<file path="src/rtl/echo_fx_pkg.sv">
// Shared fixed-point definitions for the echo path: FSM encoding, Q-format
// defaults and the round/saturate step used by the canceller and converters.
package echo_fx_pkg;

   localparam int Q_DATA_W    = 16;
   localparam int Q_COEF_W    = 16;
   localparam int Q_COEF_FRAC = 14;

   typedef enum logic [1:0] {
      S_IDLE = 2'd0,
      S_MAC  = 2'd1,
      S_RND  = 2'd2
   } fsm_t;

   // Round half up at bit frac, then clamp to a signed dw-bit range.
   function automatic logic signed [63:0] rnd_sat(input logic signed [63:0] acc,
                                                  input int frac, input int dw);
      logic signed [63:0] r, hi, lo;
      r  = (frac > 0) ? ((acc + (64'sd1 <<< (frac - 1))) >>> frac) : acc;
      hi = (64'sd1 <<< (dw - 1)) - 64'sd1;
      lo = -(64'sd1 <<< (dw - 1));
      if (r > hi)      r = hi;
      else if (r < lo) r = lo;
      return r;
   endfunction

endpackage

</file>
<file path="src/rtl/echo_delay_ram.sv">
// Circular sample buffer: one write port, one combinational read port,
// synchronous flush. A write in the flush cycle lands after the flush.
module echo_delay_ram #(
   parameter int DEPTH  = 4,
   parameter int DATA_W = 16,
   parameter int AW     = 2
) (
   input  logic              clk_operation,
   input  logic              rst,
   input  logic              clear,
   input  logic              we,
   input  logic [AW-1:0]     waddr,
   input  logic [DATA_W-1:0] wdata,
   input  logic [AW-1:0]     raddr,
   output logic [DATA_W-1:0] rdata
);

   logic [DEPTH-1:0][DATA_W-1:0] mem;

   always_ff @(posedge clk_operation or negedge rst) begin
      if (!rst) begin
         mem <= '0;
      end else begin
         for (int i = 0; i < DEPTH; i++) begin
            if (we && waddr == AW'(i)) mem[i] <= wdata;
            else if (clear)            mem[i] <= '0;
         end
      end
   end

   assign rdata = mem[raddr];

endmodule

</file>
<file path="src/rtl/echo_path_model_fx.sv">
// Fixed-point echo-path model: one multiplier time-shared over NUM_TAPS taps,
// shadow/active coefficient banks, rounding and saturation to DATA_W.
module echo_path_model_fx
   import echo_fx_pkg::*;
#(
   parameter int DATA_W      = Q_DATA_W,
   parameter int COEF_W      = Q_COEF_W,
   parameter int COEF_FRAC   = Q_COEF_FRAC,
   parameter int NUM_TAPS    = 4,
   parameter int TAP_SPACING = 1,
   localparam int CA_W       = (NUM_TAPS > 1) ? $clog2(NUM_TAPS) : 1
) (
   input  logic              clk_operation,
   input  logic              rst,
   input  logic              sample_valid,
   input  logic [DATA_W-1:0] sample_in,
   input  logic              bypass,
   input  logic              clear,
   input  logic              coef_we,
   input  logic [CA_W-1:0]   coef_addr,
   input  logic [COEF_W-1:0] coef_data,
   output logic              busy,
   output logic              out_valid,
   output logic [DATA_W-1:0] lag_out,
   output logic [DATA_W-1:0] align_out,
   output logic              overrun,
   output logic [7:0]        overrun_cnt
);

   localparam int DEPTH = (NUM_TAPS - 1) * TAP_SPACING + 1;
   localparam int ACC_W = DATA_W + COEF_W + $clog2(NUM_TAPS) + 1;
   localparam int AW    = (DEPTH > 1) ? $clog2(DEPTH) : 1;
   localparam int PW    = DATA_W + COEF_W;

   fsm_t                          state;
   logic [CA_W-1:0]               tap;
   logic [AW-1:0]                 wr_ptr, base, raddr, waddr;
   logic [NUM_TAPS-1:0][COEF_W-1:0] shadow, active;
   logic signed [ACC_W-1:0]       acc;
   logic signed [PW-1:0]          prod;
   logic [DATA_W-1:0]             rdata, x_hold, rnd_val;
   logic                          accept;
   int                            off, rd_i;

   function automatic logic [AW-1:0] ptr_inc(input logic [AW-1:0] p);
      return (p == AW'(DEPTH - 1)) ? '0 : p + AW'(1);
   endfunction

   assign busy    = (state != S_IDLE);
   assign accept  = sample_valid && (state == S_IDLE);
   assign overrun = sample_valid && busy;
   assign waddr   = clear ? '0 : wr_ptr;

   // Tap k looks back k*TAP_SPACING entries from the sample taken at accept.
   always_comb begin
      off  = int'(tap) * TAP_SPACING;
      rd_i = int'(base) - off;
      if (rd_i < 0) rd_i = rd_i + DEPTH;
      raddr = AW'(rd_i);
   end

   assign prod    = PW'($signed(active[tap])) * PW'($signed(rdata));
   assign rnd_val = DATA_W'(rnd_sat(64'(acc), COEF_FRAC, DATA_W));

   echo_delay_ram #(.DEPTH(DEPTH), .DATA_W(DATA_W), .AW(AW)) u_ram (
      .clk_operation(clk_operation),
      .rst          (rst),
      .clear        (clear),
      .we           (accept),
      .waddr        (waddr),
      .wdata        (sample_in),
      .raddr        (raddr),
      .rdata        (rdata)
   );

   always_ff @(posedge clk_operation or negedge rst) begin
      if (!rst) begin
         state       <= S_IDLE;
         tap         <= '0;
         wr_ptr      <= '0;
         base        <= '0;
         shadow      <= '0;
         active      <= '0;
         acc         <= '0;
         x_hold      <= '0;
         out_valid   <= 1'b0;
         lag_out     <= '0;
         align_out   <= '0;
         overrun_cnt <= '0;
      end else begin
         out_valid <= 1'b0;
         if (coef_we && int'(coef_addr) < NUM_TAPS) shadow[coef_addr] <= coef_data;
         if (overrun && overrun_cnt != 8'hFF) overrun_cnt <= overrun_cnt + 8'd1;
         if (clear) wr_ptr <= '0;
         case (state)
            S_IDLE: begin
               if (sample_valid) begin
                  active <= shadow;
                  wr_ptr <= ptr_inc(waddr);
                  if (bypass) begin
                     out_valid <= 1'b1;
                     lag_out   <= '0;
                     align_out <= sample_in;
                  end else begin
                     state  <= S_MAC;
                     tap    <= '0;
                     acc    <= '0;
                     base   <= waddr;
                     x_hold <= sample_in;
                  end
               end
            end
            S_MAC: begin
               if (clear) begin
                  state <= S_IDLE;
               end else begin
                  acc <= acc + ACC_W'(prod);
                  if (tap == CA_W'(NUM_TAPS - 1)) state <= S_RND;
                  else                            tap   <= tap + CA_W'(1);
               end
            end
            S_RND: begin
               state     <= S_IDLE;
               out_valid <= 1'b1;
               lag_out   <= rnd_val;
               align_out <= x_hold;
            end
            default: state <= S_IDLE;
         endcase
      end
   end

endmodule

</file>
<file path="config.mk">
export PLATFORM = sky130hd
export DESIGN_NAME = echo_path_model_fx
export DESIGN_NICKNAME = d
export VERILOG_FILES = /design/src/rtl/echo_fx_pkg.sv /design/src/rtl/echo_delay_ram.sv /design/src/rtl/echo_path_model_fx.sv
export SDC_FILE = /design/constraint.sdc
export NUM_CORES = 1
export LEC_CHECK = 0
export ABC_AREA = 1
export CAP_MARGIN = 25
export CORE_ASPECT_RATIO = 0.8
export CORE_MARGIN = 3
export CORE_UTILIZATION = 50
export DETAILED_ROUTE_END_ITERATION = 16
export GPL_TIMING_DRIVEN = 0
export PLACE_DENSITY = 0.78
export SLEW_MARGIN = 20
export SYNTH_ARGS = -nofsm -noshare
export SYNTH_HDL_FRONTEND = slang
export SYNTH_SLANG_ARGS = --single-unit
export TNS_END_PERCENT = 5
</file>
<file path="constraint.sdc">
create_clock -name clk_operation -period 10 [get_ports clk_operation]
set_clock_uncertainty 0.2 [all_clocks]
set_input_delay 1 -clock clk_operation [delete_from_list [all_inputs] [get_ports clk_operation]]
set_output_delay 1 -clock clk_operation [all_outputs]
set_load 0.1 [all_outputs]
</file>
==> impl_results.md, run 1 <==
- Clk_lat worst skew: ~590 ps
- Final hold vios: 0
- Largest family of logic cells by synthesized area: adder cells
- Post-CTS Setup Inserts: 0
- Commonest non-fill, non-tap cells in the layout: nand2_1 (651), inv_1 (544), fa_1 (310)
- Final period util: 0.870
- Crit Reg-Reg Endpoint: acc[20]
- Top_reg_cell synth: dfrtp_1
- Core area: about 0.05 mm2
- I/O pin cnt: 83
- Worst EP required: 10260 ps
- Status: finished clean
- Die area: 0.0525 mm2
- CP top delay family: adder cells
- Residual DRC count: 0
- Mapped Cells: roughly 2900
- Ys async rst share: 1.00
- Synth cell types: 48
- Post-Synth Simple-Gate Area: 0.193
- Final ANT Viol Nets: 0
- GPL Wtd Cong: 1.02
- Mux contribution to synthesized area: 0
- First-pass DRT Iterations: 6
- Initial antenna violation count: 1
- Vias: 20100
- CP peak stage delay: 590 ps
- Slew HR: 0.328
- Critical path arrival: between 8000 and 9000 ps
- Post-Syn Area: 0.0249 mm2
- Post-synth EDFFs: 0
- CTS buffer count: 30
- I/O Buffers: 82
- Area Growth Syn to Fin: 11.2%
- GRT Total Usage: 0.265
- Cell Rows: 72
- Crit Path Category: register to register
- Root Buffer: clkbuf_16
- Clock transition at path regs: 70 ps
- First-pass GRT wire length: 110 mm
- Number of max-cap violations: 0
- CTS resizes: 0
- Initial Util: 0.510
- Worst Tran Pin Value: ~1000 ps
- Register area share after synthesis: 0.294
- Placed Cells: 3654
- Nets: 3482
- Synth Register Bits: a little under 300
- Post-Route WL: around 67 mm
- DRT iter0 DRCs: 2022
- Compound-Gate Fraction of Synth Area: 0.0945
- Synth Net Count: approximately 3400
- Synth Area in XOR/XNOR: 0.00986
- Synth Area per Inst: between 8 and 9 um2
- Crit-path slowest cell: dfrtp_1
- CP endpoint kind: register
- R2R depth: 27
- Reg-to-reg critical path startpoint: tap[0]
- Max Clk Rate: about 110 MHz
- DR WL/cell: 18.1 um
- Hold_buf cts: 0
- Fin cells: around 3700
- Die Ht: 206 um
- Crit-path max FO: 11
- Tmin final: around 8700 ps
- Die X: 255 um
- Count of final max-slew check failures: 0
- Bufs and invs on worst path: 7
- Number of global-route vias before repair: about 21000
- H-Tree Depth: 1
- Post-synthesis adder-cell area fraction: 0.306
- Final setup violation count: 0
- Largest net degree at the start of global routing: 98
- Share of cells above drive strength 1: 0.0792
- Max clock buf depth: 3
- Worst Hold Class: primary input to async pin
- Grt ovf: 0
- R2r setup slk: about 1300 ps
- Final setup TNS: 0 ps
- CTS sink cnt: 292
- Synth warnings: 0
- TritonCTS clock tree: built
- RSZ-0062 raised after global routing: no
- Via density: 5.41
- Post-DP HPWL: 52.8 mm
- Commonest non-fill, non-tap cell in the layout: nand2_1
- Crit start category: register
- CP dominant cell by count: nand2_1
[final cells by class]
cell class | count | area [um2]
Buffer | 92 | 453
Timing Repair Buffer | 86 | 923
Fill cell | 4314 | 21100
Inverter | 565 | 2120
Multi-Input combinational cell | 1953 | 15000
Clock buffer | 42 | 897
Antenna cell | 1 | 2.50
Sequential cell | 292 | 7310
Clock inverter | 12 | 126
Tap cell | 666 | 833
[state kept, by name (all words and copies together) (netlist names)]
| name | cells |
|---|---|
| lag_out | 16 |
| overrun_cnt | 8 |
| wr_ptr | 2 |
| shadow | 64 |
| state | 2 |
| tap | 2 |
| acc | 35 |
| x_hold | 16 |
| active | 64 |
| align_out | 16 |
| out_valid | 1 |
| u_ram.mem | 64 |
| base | 2 |
[synthesized netlist by cell type, types with 2 or more instances]
library cell,n,area (um2)
nor3_1,7,35.0
buf_6,2,22.5
a32oi_4,9,248
nand3_1,100,500
o22ai_1,47,294
ha_1,112,1400
nor3_2,2,20.0
nor2_1,241,905
o21bai_1,7,52.6
a21o_1,3,22.5
o21ai_1,7,35.0
buf_12,2,40.0
clkbuf_1,51,191
a211oi_1,3,22.5
inv_1,544,2040
inv_2,19,71.3
fa_1,310,6210
nand4_1,8,50.1
clkinv_1,2,7.51
o21a_1,4,30.0
nand2_2,19,119
xor2_1,17,149
a21boi_0,4,30.0
nor2_4,5,56.3
nand3b_1,2,15.0
a32oi_1,2,17.5
o211ai_1,25,188
buf_1,4,15.0
buf_2,28,140
o21ai_0,186,931
nor2_2,17,106
xnor2_1,11,96.3
or2_2,46,288
nand2_1,651,2440
a21oi_1,74,370
a32oi_2,4,65.1
dfrtp_1,292,7310
buf_4,4,30.0
nand3_2,22,220
[logic make-up after synthesis]
kind of cell    after synthesis
flops                       292
buf+inv                     657
compound gates              380
fa+ha+maj                   422
simple gates               1123
xor+xnor                     28
[how the worst max path moves through the flow]
stage | start | endpoint | slack [ps] | depth (start not counted)
global placement | rst | shadow[29] | -5010 | 1
floorplan | tap[0] | acc[30] | 3190 | 31
detailed placement | tap[0] | acc[20] | 1690 | 28
finish | tap[0] | acc[20] | 1300 | 27
CTS | tap[0] | acc[20] | 1620 | 28
global route | tap[0] | acc[20] | 1010 | 30
[layer usage]
layer  wire [um]  global-route usage
met1       28500               0.369
met2       29000               0.406
met3        7780              0.0803
met4        1800              0.0718
met5          11                   0
[through the flow]
step / hold slack (ps) / setup WS, ps / instance area (um2) / utilization
after floorplan: 234 / 3190 / 24900 / -
after global placement: 247 / -5010 / 26500 / 0.544
after detailed placement: 251 / 1690 / 26600 / 0.547
after CTS: 102 / 1620 / 27700 / 0.568
after global routing: 117 / 1010 / 27700 / 0.568
final: 102 / 1300 / 27700 / 0.568
Power of run 1 is left out: the tool's default activity adds up to more than one toggle a clock period on the data nets, which glitch-free logic cannot reach.
==> inputs of run 2 (changes only) <==
--- a/config.mk
+++ b/config.mk
@@ -16,5 +16,6 @@
 export SLEW_MARGIN = 20
 export SYNTH_ARGS = -nofsm -noshare
 export SYNTH_HDL_FRONTEND = slang
+export SYNTH_HIERARCHICAL = 1
 export SYNTH_SLANG_ARGS = --single-unit
 export TNS_END_PERCENT = 5
==> impl_results.md, run 2 <==
- CTS sink cnt: 292
- H-Tree Depth: 1
- DR WL/cell: 17.4 um
- Ys async rst share: 1.00
- Synth cell types: 41
- Worst EP required: a little over 10000 ps
- First-pass DRT Iterations: 7
- RSZ-0062 raised after global routing: no
- Root Buffer: clkbuf_16
- Synth Area per Inst: 8.05 um2
- Crit Path Category: register to register
- Tmin final: 8830 ps
- TritonCTS clock tree: built
- Area Growth Syn to Fin: 11.3%
- Status: finished clean
- Initial antenna violation count: 0
- GPL Wtd Cong: 0.974
- Synth Register Bits: 292
- Clock transition at path regs: ~70 ps
- Slew HR: 0.338
- Final period util: 0.883
- Post-DP HPWL: about 55 mm
- Final ANT Viol Nets: 0
- Die Ht: 206 um
- Worst Hold Class: primary input to async pin
- Reg-to-reg critical path startpoint: tap[1]
- GRT Total Usage: 0.267
- Cells taking the most area after synthesis: dfrtp_1 (29%), fa_1 (25%), nand2_1 (14%)
- Via density: 5.30
- Post-CTS Setup Inserts: 0
- Commonest non-fill, non-tap cells in the layout: nand2_1 (914), inv_1 (525), fa_1 (310)
- Grt ovf: 0
- Critical path arrival: 9110 ps
- Crit Reg-Reg Endpoint: acc[34]
- Max Clk Rate: 113 MHz
- N_diodes: 0
- Count of final max-slew check failures: 0
- Mapped Cells: roughly 3100
- I/O pin cnt: 83
- Synth warnings: 6
- Register area share after synthesis: 0.292
- R2R depth: 32
- Final hold vios: 0
- Synth top cells by count: nand2_1 (914), inv_1 (525), fa_1 (310)
- Hold_buf cts: 0
- Post-synth EDFFs: 0
- Max clock buf depth: 3
- Post-Syn Area: 0.0251 mm2
- CTS resizes: 0
- Crit-path max FO: 10
- Fillcell total: approximately 4300
- Largest regs: active x64, shadow x64, u_ram/mem x64
- Largest net degree at the start of global routing: roughly 100
- Post-Route WL: 68.2 mm
- R2r setup slk: 1170 ps
- CP peak stage delay: 750 ps
- Largest area contributor in the netlist: dfrtp_1
- Share of Yosys cell area claimed by the top area cell type: 0.292
- Clk_lat worst skew: around 590 ps
- First-pass GRT wire length: 113 mm
- Final setup TNS: 0 ps
- Most frequent cell after synthesis: nand2_1
- Vias: between 20000 and 25000
- Crit start category: register
- I/O Buffers: 82
- Number of global-route vias before repair: 21200
- Number of max-cap violations: 0
- CP endpoint kind: register
- Share of cells above drive strength 1: 0.0421
- WHS: 116 ps
- Nets: 3692
- Top_reg_cell synth: dfrtp_1
- Final setup violation count: 0
- DRT iter0 DRCs: 1978
- Worst Tran Pin Value: slightly below 1000 ps
- Cell Rows: 72
- Initial Util: 0.512
- Synth Net Count: approximately 3600
- Commonest non-fill, non-tap cell in the layout: nand2_1
- CTS buffer count: 31
- Die X: between 200 and 300 um
- Core area: roughly 0.049 mm2
- Residual DRC count: 0
- Die area: 0.0529 mm2
- Crit-path slowest cell: fa_1
[run 2: changes by cell type after synthesis, sizes merged, moves of 34 or more]
cell / delta
o21ai: -72
o22ai: -45
nand2: +249
inv: -34
nand3: +90
nand4: +48
[run 2: worst max-delay path by stage]
| stage | cells past startpoint | from | slack (ps) | end |
|---|---|---|---|---|
| final | 32 | tap[1] | 1170 | acc[34] |
| after detailed placement | 32 | tap[1] | 1360 | acc[34] |
| after global placement | 1 | rst | -5050 | u_ram/mem[9] |
| after global routing | 33 | tap[1] | 790 | acc[34] |
| after floorplan | 32 | tap[1] | 2900 | acc[30] |
| after CTS | 32 | tap[1] | 1330 | acc[34] |
[run 2: routing by layer]
metal	track usage	vias up	routed length (um)	part of all wire
li1	-	9705	-	-
met1	0.390	10100	30900	0.45
met2	0.408	899	29600	0.43
met3	0.0590	117	6050	0.089
met4	0.0665	0	1600	0.023
met5	0.000926	-	0	0
[run 2: cell type report]
| type | instances | area (um2) | area share |
|---|---|---|---|
| Multi-Input combinational cell | 2169 | 15200 | 0.546 |
| Sequential cell | 292 | 7310 | 0.262 |
| Inverter | 540 | 2030 | 0.0727 |
| Timing Repair Buffer | 86 | 920 | 0.0330 |
| Clock buffer | 44 | 895 | 0.0321 |
| Tap cell | 666 | 833 | 0.0299 |
| Buffer | 114 | 509 | 0.0183 |
| Clock inverter | 13 | 174 | 0.00623 |
[run 2: cells by family after synthesis]
logic type,Yosys count,synth area share
AO/OA/AOI/OAI,204,0.0431
buffers and inverters,654,0.101
XOR/XNOR,33,0.0115
adder cells (fa/ha/maj),418,0.302
flip-flops,292,0.292
AND/OR/NAND/NOR,1514,0.251
[run 2: stage by stage]
stage | area, um2 | std cells | worst slack [ps] | util
4_1_cts | 27900 | 3924 | 1330 | 0.570
6_report | 27900 | 3924 | 1170 | 0.570
3_3_place_gp | 26700 | 3863 | -5050 | 0.546
3_5_place_dp | 26800 | 3867 | 1360 | 0.548
2_1_floorplan | 25100 | 3115 | 2900 | -
5_1_grt | 27900 | 3924 | 785 | 0.570
[run 2: critical path, delay by kind of cell, from the launching register on]
kind	cells	cell delay, ps
adders and majority gates	7	3930
xor gates and xnor gates	1	330
DFF	1	400
and+or+nand+nor	12	1630
buffers and inverters	12	2270
Power of run 2 is left out for the same reason.
